[src/rtl/babbage_arbiter.sv]
// babbage_arbiter: two-requester round-robin front end for one shared difference engine.
// Optional feature macro: BABBAGE_ARB_TIMEOUT_EN (abort a BUSY job after TIMEOUT_CYCLES).

package babbage_arbiter_pkg;
    localparam int unsigned COEF_W = 36;
    localparam int unsigned RES_W  = 32;

    // Job coefficients as carried on coef0/coef1/eng_coef, MSB first
    typedef struct packed {
        logic signed [1:0] a;
        logic signed [2:0] b;
        logic signed [3:0] c;
        logic signed [3:0] d;
        logic signed [5:0] f;
        logic signed [9:0] g;
        logic        [6:0] n;
    } coef_t;
endpackage

module babbage_arbiter
    import babbage_arbiter_pkg::*;
#(
    parameter int unsigned TIMEOUT_CYCLES = 1023
) (
    input  logic                    clk,
    input  logic                    reset,
    input  logic                    req0,
    input  logic                    req1,
    input  logic [COEF_W-1:0]       coef0,
    input  logic [COEF_W-1:0]       coef1,
    output logic                    ack0,
    output logic                    ack1,
    output logic                    done0,
    output logic                    done1,
    output logic signed [RES_W-1:0] result,
    output logic                    err,
    output logic                    busy,
    output logic                    gnt,
    output logic                    eng_start,
    output logic [COEF_W-1:0]       eng_coef,
    input  logic                    eng_ready,
    input  logic                    eng_done,
    input  logic signed [RES_W-1:0] eng_out
);

    typedef enum logic [1:0] {
        S_IDLE   = 2'd0,
        S_LAUNCH = 2'd1,
        S_BUSY   = 2'd2,
        S_RESP   = 2'd3
    } state_t;

    state_t                  state_q, state_d;
    logic                    ack0_d, ack1_d, done0_d, done1_d;
    logic                    start_d, busy_d, gnt_d;
    logic                    rr_q, rr_d;      // requester served last
    logic                    pick;
    coef_t                   coef_q, coef_d;
    logic signed [RES_W-1:0] result_d;

`ifdef BABBAGE_ARB_TIMEOUT_EN
    localparam int unsigned CNT_W = (TIMEOUT_CYCLES < 2) ? 1 : $clog2(TIMEOUT_CYCLES);
    localparam int unsigned LIMIT = (TIMEOUT_CYCLES == 0) ? 0 : TIMEOUT_CYCLES - 1;

    logic [CNT_W-1:0] cnt_q, cnt_d;
    logic             err_q, err_d;

    assign err = err_q;
`else
    logic unused_timeout;

    // No watchdog in this build: the limit is unused and err never rises
    assign unused_timeout = ^32'(TIMEOUT_CYCLES);
    assign err            = 1'b0;
`endif

    assign eng_coef = coef_q;

    // Next-state and next-output logic
    always_comb begin
        state_d  = state_q;
        ack0_d   = 1'b0;
        ack1_d   = 1'b0;
        done0_d  = 1'b0;
        done1_d  = 1'b0;
        start_d  = 1'b0;
        gnt_d    = gnt;
        rr_d     = rr_q;
        coef_d   = coef_q;
        result_d = result;
        pick     = 1'b0;
`ifdef BABBAGE_ARB_TIMEOUT_EN
        cnt_d    = cnt_q;
        err_d    = err_q;
`endif
        case (state_q)
            S_IDLE: begin
                if ((req0 || req1) && eng_ready) begin
                    // On a tie the requester not served last wins
                    pick    = (req0 && req1) ? ~rr_q : req1;
                    ack0_d  = ~pick;
                    ack1_d  = pick;
                    gnt_d   = pick;
                    rr_d    = pick;
                    coef_d  = pick ? coef_t'(coef1) : coef_t'(coef0);
                    start_d = 1'b1;
                    state_d = S_LAUNCH;
`ifdef BABBAGE_ARB_TIMEOUT_EN
                    err_d   = 1'b0;
`endif
                end
            end
            S_LAUNCH: begin
                state_d = S_BUSY;
`ifdef BABBAGE_ARB_TIMEOUT_EN
                cnt_d   = '0;
`endif
            end
            S_BUSY: begin
                if (eng_done) begin
                    result_d = eng_out;
                    done0_d  = ~gnt;
                    done1_d  = gnt;
                    state_d  = S_RESP;
                end
`ifdef BABBAGE_ARB_TIMEOUT_EN
                else if (cnt_q == CNT_W'(LIMIT)) begin
                    result_d = '0;
                    err_d    = 1'b1;
                    done0_d  = ~gnt;
                    done1_d  = gnt;
                    state_d  = S_RESP;
                end else begin
                    cnt_d = cnt_q + CNT_W'(1);
                end
`endif
            end
            S_RESP: begin
                state_d = S_IDLE;
            end
            default: begin
                state_d = S_IDLE;
            end
        endcase
        busy_d = (state_d != S_IDLE);
    end

    // State and output registers
    always_ff @(posedge clk or negedge reset) begin
        if (!reset) begin
            state_q   <= S_IDLE;
            ack0      <= 1'b0;
            ack1      <= 1'b0;
            done0     <= 1'b0;
            done1     <= 1'b0;
            eng_start <= 1'b0;
            busy      <= 1'b0;
            gnt       <= 1'b0;
            rr_q      <= 1'b1;
            coef_q    <= '0;
            result    <= '0;
`ifdef BABBAGE_ARB_TIMEOUT_EN
            cnt_q     <= '0;
            err_q     <= 1'b0;
`endif
        end else begin
            state_q   <= state_d;
            ack0      <= ack0_d;
            ack1      <= ack1_d;
            done0     <= done0_d;
            done1     <= done1_d;
            eng_start <= start_d;
            busy      <= busy_d;
            gnt       <= gnt_d;
            rr_q      <= rr_d;
            coef_q    <= coef_d;
            result    <= result_d;
`ifdef BABBAGE_ARB_TIMEOUT_EN
            cnt_q     <= cnt_d;
            err_q     <= err_d;
`endif
        end
    end

    // Protocol sanity: pulses are one-hot and the engine is only started from LAUNCH
    a_ack_onehot:  assert property (@(posedge clk) disable iff (!reset) !(ack0 && ack1));
    a_done_onehot: assert property (@(posedge clk) disable iff (!reset) !(done0 && done1));
    a_start_state: assert property (@(posedge clk) disable iff (!reset) eng_start |-> (state_q == S_LAUNCH));

endmodule

[config.mk]
export PLATFORM = sky130hd
export DESIGN_NAME = babbage_arbiter
export DESIGN_NICKNAME = d
export VERILOG_FILES = /design/src/rtl/babbage_arbiter.sv
export SDC_FILE = /design/constraint.sdc
export NUM_CORES = 1
export LEC_CHECK = 0
export ABC_AREA = 1
export BUFFER_PORTS_ARGS = -buffer_cell sky130_fd_sc_hd__buf_2
export CORE_AREA = 2 2 115 117
export DETAILED_ROUTE_END_ITERATION = 10
export DIE_AREA = 0 0 117 119
export RECOVER_POWER = 50
export SLEW_MARGIN = 0
export SYNTH_ARGS = -nofsm -noshare
export SYNTH_HDL_FRONTEND = slang
export SYNTH_SLANG_ARGS = --single-unit
[constraint.sdc]
create_clock -name clk -period 1.45 [get_ports clk]
set_clock_uncertainty 0.15 [all_clocks]
set_input_delay 0.3625 -clock clk [delete_from_list [all_inputs] [get_ports clk]]
set_output_delay 0.3625 -clock clk [all_outputs]
set_load 0.01 [all_outputs]
==> out/results.txt, run 1 <==
Outcome - finished clean
Largest net degree at the start of global routing - 41
Crit Path Class - reg2reg
Main combinational cell family by area after synthesis - simple AND/OR/NAND/NOR gates
Vias in the first global route - 3462
Min-Delay Path Class - in2reg
Complex-gate fraction of the synthesized area - 0.406%
Lkg Pwr - 3.32 nW
Syn Nets - 598
Seq/Total Area, Yosys - 52.8%
Largest area contributor in the netlist - dfrtp_1
DR pass1 iterations - 4
Total negative slack - 0 ps
Maximum clock rate - 697 MHz
FP Rows - 42
Initial antenna violation count - 0
Share of cells above drive strength 1 - 34.3%
YS warnings - 0
Final hold viol count - 0
Max cap viols - 0
GRT Overall Usage - 15.3%
Crit path required time - 1570 ps
Routed len/inst - 13.0 um
Slew @ Worst Pin - 549 ps
Post-route total power - 10.5 mW
Area of the mapped netlist - 3700 sq um
Full die area - 13900 sq um
Startpoint types - flop
Top post-synthesis cells by area - dfrtp_1, nand2_1, nand3_1
Clock Path Buffers - 2
Vias per cell - 4.24
Reg2reg setup slack - 20 ps
Vias - 3667
CTS tree - done
I/O pins - 186
Most frequent cells in the layout - buf_2, nand2_1, nand3_1
Post-Syn Instances - 486
Power per cell area - 1900 nW/um^2
Post-synth top area share - 52.0%
Slowest cell on crit path - dfrtp_1
Worst R2R Start - state_q[1]$_DFF_PN0_
Reg2Reg Capture Point - eng_coef[7]$_DFFE_PN0P_
Hold Startpoint - eng_out[31]
Slew HR - 63.4%
Hold Path Cell Cnt - 3
Initial Utilization - 28.8%
Unique masters post-synth - 17
Post-synthesis adder-cell area fraction - 0.676%
Final period util - 98.9%
#FFs+latches synth - 78
Drt initial violations - 205
Mean Syn Cell Area - 7.62 sq um
Max-slew violations - 0
R2R cell count - 8
Biggest fanout along the worst timing path - 13
Worst EP arrival - 1550 ps
Layout Cells excl Fill - 865
Cell Chain, Critical Path - inv_2, ha_4, nand2_4, nor2_4, buf_4, buf_16, nand3_1, nand2_1
Ant. Diodes - 0
Core ar. - 12900 sq um
XOR/XNOR Fraction of Synth Area - 0%
RSZ-0062 raised after global routing - true
Die Y - 119 um
CP peak stage delay - 390 ps
CP Capture Type - flop
Fin area - 5520 sq um
Post-DRT Antenna Nets - 0
CTS H-tree depth - 3
PortBufs - 184
Clock transition at the registers of the reported paths - 60 ps
Half-perimeter wire length after placement - 7.36 mm
Commonest non-fill, non-tap cell in the layout - buf_2
Post-Place Cell Area - 4930 sq um
Hold_ws - 113 ps
Die width - 117 um
DR DRC count - 0
Synthesized-area fraction occupied by and/or/nand/nor cells - 33.3%
Inserted Clock Buffers - 9
WL final - 11.3 mm
Max VDD drop - 0.000697 V
Minimum clock period after layout - 1430 ps
Final Setup Violations - 0
Clk Latency, worst-skew pair - 330 ps
Dpl cells - 836
Final nets - 796
Min-Delay Endpoint - result[31]$_DFFE_PN0P_
CTS Sinks - 78
Max reg flops - 36
First-pass GRT wire length - 16.8 mm
Post-synthesis mux area share - 0%
Grt total ovfl - 0
Final Wtd Congestion - 0.752
Area delta synth->final - 49.1%
Root buffer cell - clkbuf_16
[worst max-delay path, delay by kind of cell, from the launching register on]
family / cells / cell delay (ps)
AND/OR/NAND/NOR: 4 / 320
buffers and inverters: 3 / 370
adder cells (fa/ha/maj): 1 / 150
flip-flops: 1 / 390
[through the flow]
stage / util (%) / worst slack, ps
after global placement: 38.3 / -47.9
after floorplan: - / 49.2
after global routing: 42.9 / -96.1
after CTS: 41.5 / -18.9
final: 42.9 / 16.2
after detailed placement: 38.3 / -72.7
[per-layer routing]
| metal | track usage [%] | share of wire [%] | up-vias |
|---|---|---|---|
| met5 | 0 | 0 | - |
| li1 | - | - | 1868 |
| met3 | 2.14 | 5.1 | 13 |
| met1 | 20.6 | 47 | 1655 |
| met2 | 24.7 | 47 | 131 |
| met4 | 6.25 | 1.6 | 0 |
[cell families (layout without fill, tap and decap cells)]
kind of cell,Yosys count,count (layout)
other,1,1
and+or+nand+nor,291,291
DFF,78,78
adders and majority gates,2,2
AOI/OAI and AO/OA,3,3
buffers and inverters,111,314
[where the power goes]
| group | switching, mW | internal [mW] | total [mW] |
|---|---|---|---|
| logic | 2.48 | 1.93 | 4.41 |
| registers | 0.511 | 3.19 | 3.70 |
| clock network | 0.873 | 1.51 | 2.38 |
| total | 3.87 | 6.63 | 10.5 |
[synthesized netlist by cell type]
cell      count
a21oi_1       1
buf_2        21
buf_4         4
buf_6         2
clkbuf_1      4
conb_1        1
dfrtp_1      77
dfstp_2       1
ha_1          2
inv_1        80
nand2_1     178
nand2_2       1
nand3_1     106
nand4_1       1
nor2_1        4
nor2_2        1
o21ai_0       2
[cell type report]
class                           instances  area [sq um]
Fill cell                            1332          7350
Sequential cell                        78          1950
Timing Repair Buffer                  218          1380
Multi-Input combinational cell        297          1360
Inverter                               80           300
Clock buffer                           11           233
Tap cell                              176           220
Clock inverter                          5          83.8
[repair_timing]
item                       CTS  global route
hold buffers                 1             0
setup endpoints to repair   73            75
cloned                       1             6
pin swaps                    2             3
gates resized for setup     11            14
setup buffers                2             3
hold endpoints to repair    77             0
[worst max-delay path by stage]
| stage | startpoint | endpoint | slack (ps) | cells past startpoint |
|---|---|---|---|---|
| floorplan | state_q[0]$_DFF_PN0_ | eng_coef[0]$_DFFE_PN0P_ | 50 | 8 |
| detailed placement | state_q[0]$_DFF_PN0_ | eng_coef[28]$_DFFE_PN0P_ | -70 | 7 |
| finish | state_q[1]$_DFF_PN0_ | eng_coef[7]$_DFFE_PN0P_ | 20 | 8 |
| global route | state_q[0]$_DFF_PN0_ | eng_coef[7]$_DFFE_PN0P_ | -100 | 8 |
| CTS | state_q[1]$_DFF_PN0_ | eng_coef[18]$_DFFE_PN0P_ | -20 | 7 |
| global placement | state_q[0]$_DFF_PN0_ | eng_coef[2]$_DFFE_PN0P_ | -50 | 7 |
Note: power is estimated with default switching activity, not from simulation.
==> run 2, diff against run 1 <==
--- a/config.mk
+++ b/config.mk
@@ -10,7 +10,7 @@
 export CORE_AREA = 2 2 115 117
 export DETAILED_ROUTE_END_ITERATION = 10
 export DIE_AREA = 0 0 117 119
-export RECOVER_POWER = 50
+export RECOVER_POWER = 25
 export SLEW_MARGIN = 0
 export SYNTH_ARGS = -nofsm -noshare
 export SYNTH_HDL_FRONTEND = slang
==> run 2 against run 1 <==
First-iteration DRC count up 6.3%. Final cell count unchanged. Via count up 0.11%. Routed wire length about the same. Power up 0.18%. Core utilization up 0.078 points. Die area unchanged. Highest routed layer unchanged.
==> out/results.txt, run 2 (synthesized netlist as in run 1, its figures left out) <==
Core ar. - 12900 sq um (unchanged)
Hold_ws - 114 ps (+0.153 ps)
Pre-CTS setup slack - -72.7 ps (unchanged)
Power per cell area - 1900 nW/um^2 (about the same)
Clock Path Buffers - 2 (unchanged)
Total negative slack - 0 ps (unchanged)
Max reg flops - 36 (unchanged)
Crit path required time - 1560 ps (about the same)
Biggest fanout along the worst timing path - 13 (unchanged)
Max cap viols - 0 (unchanged)
Lkg Pwr - 3.35 nW (+0.92%)
Final nets - 796 (unchanged)
Reg2Reg Capture Point - eng_coef[22]$_DFFE_PN0P_
Post-route total power - 10.5 mW (+0.18%)
Vias in the first global route - 3462 (unchanged)
Final Wtd Congestion - 0.752 (unchanged)
Die Y - 119 um (unchanged)
CTS Sinks - 78 (unchanged)
Clock transition at the registers of the reported paths - 60 ps (about the same)
Initial antenna violation count - 0 (unchanged)
Root buffer cell - clkbuf_16
Slew @ Worst Pin - 547 ps (-1.90 ps)
Startpoint types - flop
Final hold viol count - 0 (unchanged)
CP Capture Type - flop
Post-DRT Antenna Nets - 0 (unchanged)
Largest net degree at the start of global routing - 41 (unchanged)
Routed len/inst - 13.1 um (about the same)
GRT Overall Usage - 15.3% (unchanged)
Vias per cell - 4.24 (+0.11%)
Min-Delay Path Class - in2reg
Reg2reg setup slack - 10 ps (about the same)
Crit Path Class - reg2reg
Worst EP arrival - 1550 ps (about the same)
CTS H-tree depth - 3 (unchanged)
R2R cell count - 8 (unchanged)
I/O pins - 186 (unchanged)
Half-perimeter wire length after placement - 7.36 mm (unchanged)
Inserted Clock Buffers - 9 (unchanged)
PortBufs - 184 (unchanged)
DR DRC count - 0 (unchanged)
Most frequent cells in the layout - buf_2, nand2_1, nand3_1
Max VDD drop - 0.000702 V (+0.73%)
Max-slew violations - 0 (unchanged)
Maximum clock rate - 696 MHz (-0.14%)
Area delta synth->final - 49.4%
Dpl cells - 836 (unchanged)
Initial Utilization - 28.8% (unchanged)
Final Setup Violations - 0 (unchanged)
Final worst setup slack - 14.2 ps (-2.08 ps)
Final period util - 99.0% (+0.14 points)
Minimum clock period after layout - 1440 ps (+2.08 ps)
Grt total ovfl - 0 (unchanged)
Clk Latency, worst-skew pair - 320 ps (about the same)
Vias - 3671 (+0.11%)
WL final - 11.3 mm (about the same)
Worst R2R Start - state_q[1]$_DFF_PN0_
Full die area - 13900 sq um (unchanged)
Hold Startpoint - eng_out[31]
Cell Chain, Critical Path - inv_2, ha_4, nand2_4, nor2_4, buf_4, buf_16, nand3_1, nand2_1
First-pass GRT wire length - 16.8 mm (unchanged)
CP peak stage delay - 390 ps (about the same)
Die width - 117 um (unchanged)
Commonest non-fill, non-tap cell in the layout - buf_2
RSZ-0062 raised after global routing - true
DR pass1 iterations - 4 (unchanged)
Outcome - finished clean
FP Rows - 42 (unchanged)
Slowest cell on crit path - dfrtp_1
Hold Path Cell Cnt - 3 (unchanged)
Drt initial violations - 218 (+6.3%)
Ant. Diodes - 0 (unchanged)
CTS tree - done
Min-Delay Endpoint - result[31]$_DFFE_PN0P_
Layout Cells excl Fill - 865 (unchanged)
Share of cells above drive strength 1 - 35.4% (+1.2 points)
Slew HR - 63.5% (+0.13 points)
## run 2: cell count changes in the layout (fill, tap and decap cells not counted), sizes merged
| cell | before | now |
|---|---|---|
| clkbuf | 24 | 16 |
| buf | 204 | 212 |
## run 2: what timing repair did
action	in CTS	in global routing
endpoints found under the setup margin	73	75
hold buffers	1	0
endpoints found under the hold margin	77	0
buffers inserted	2	3
pin swaps	2	3
gates resized for setup	11	14
cloned	1	6
## run 2: power breakdown
part / switching (mW) / total, mW / internal, mW
sequential: 0.507 / 3.69 / 3.19
clock: 0.876 / 2.39 / 1.51
combinational: 2.49 / 4.44 / 1.95
## run 2: worst max-delay path by stage
stage                              start  slack (ps)                        to
floorplan           state_q[0]$_DFF_PN0_          50   eng_coef[0]$_DFFE_PN0P_
global placement    state_q[0]$_DFF_PN0_         -50   eng_coef[2]$_DFFE_PN0P_
detailed placement  state_q[0]$_DFF_PN0_         -70  eng_coef[28]$_DFFE_PN0P_
CTS                 state_q[1]$_DFF_PN0_         -20  eng_coef[18]$_DFFE_PN0P_
global route        state_q[0]$_DFF_PN0_        -100   eng_coef[7]$_DFFE_PN0P_
finish              state_q[1]$_DFF_PN0_          10  eng_coef[22]$_DFFE_PN0P_
## run 2: final cells by class
type | count | area (sq um)
clock inverter | 5 | 83.8
timing repair buffer | 218 | 1390
sequential | 78 | 1950
inverter | 80 | 300
tap | 176 | 220
fill | 1325 | 7340
multi-input combinational | 297 | 1360
clock buffer | 11 | 233
## run 2: per-stage QoR
step,area (sq um),util [%]
after CTS,5350,41.5
after global placement,4930,38.3
after detailed placement,4930,38.3
after global routing,5530,43.0
final,5530,43.0
after floorplan,3700,-
## run 2: routing by layer
| layer | part of all wire (%) | GRT usage [%] |
|---|---|---|
| met1 | 47 | 20.6 |
| met2 | 47 | 24.7 |
| met4 | 1.2 | 6.25 |
| met3 | 5.1 | 2.14 |
| met5 | 0 | 0 |
## run 2: critical path: cells and delay by family, from the launching register on
kind | cells | cell delay [ps]
flip-flops | 1 | 390
buffers and inverters | 3 | 370
AND/OR/NAND/NOR | 4 | 330
adder cells (fa/ha/maj) | 1 | 150
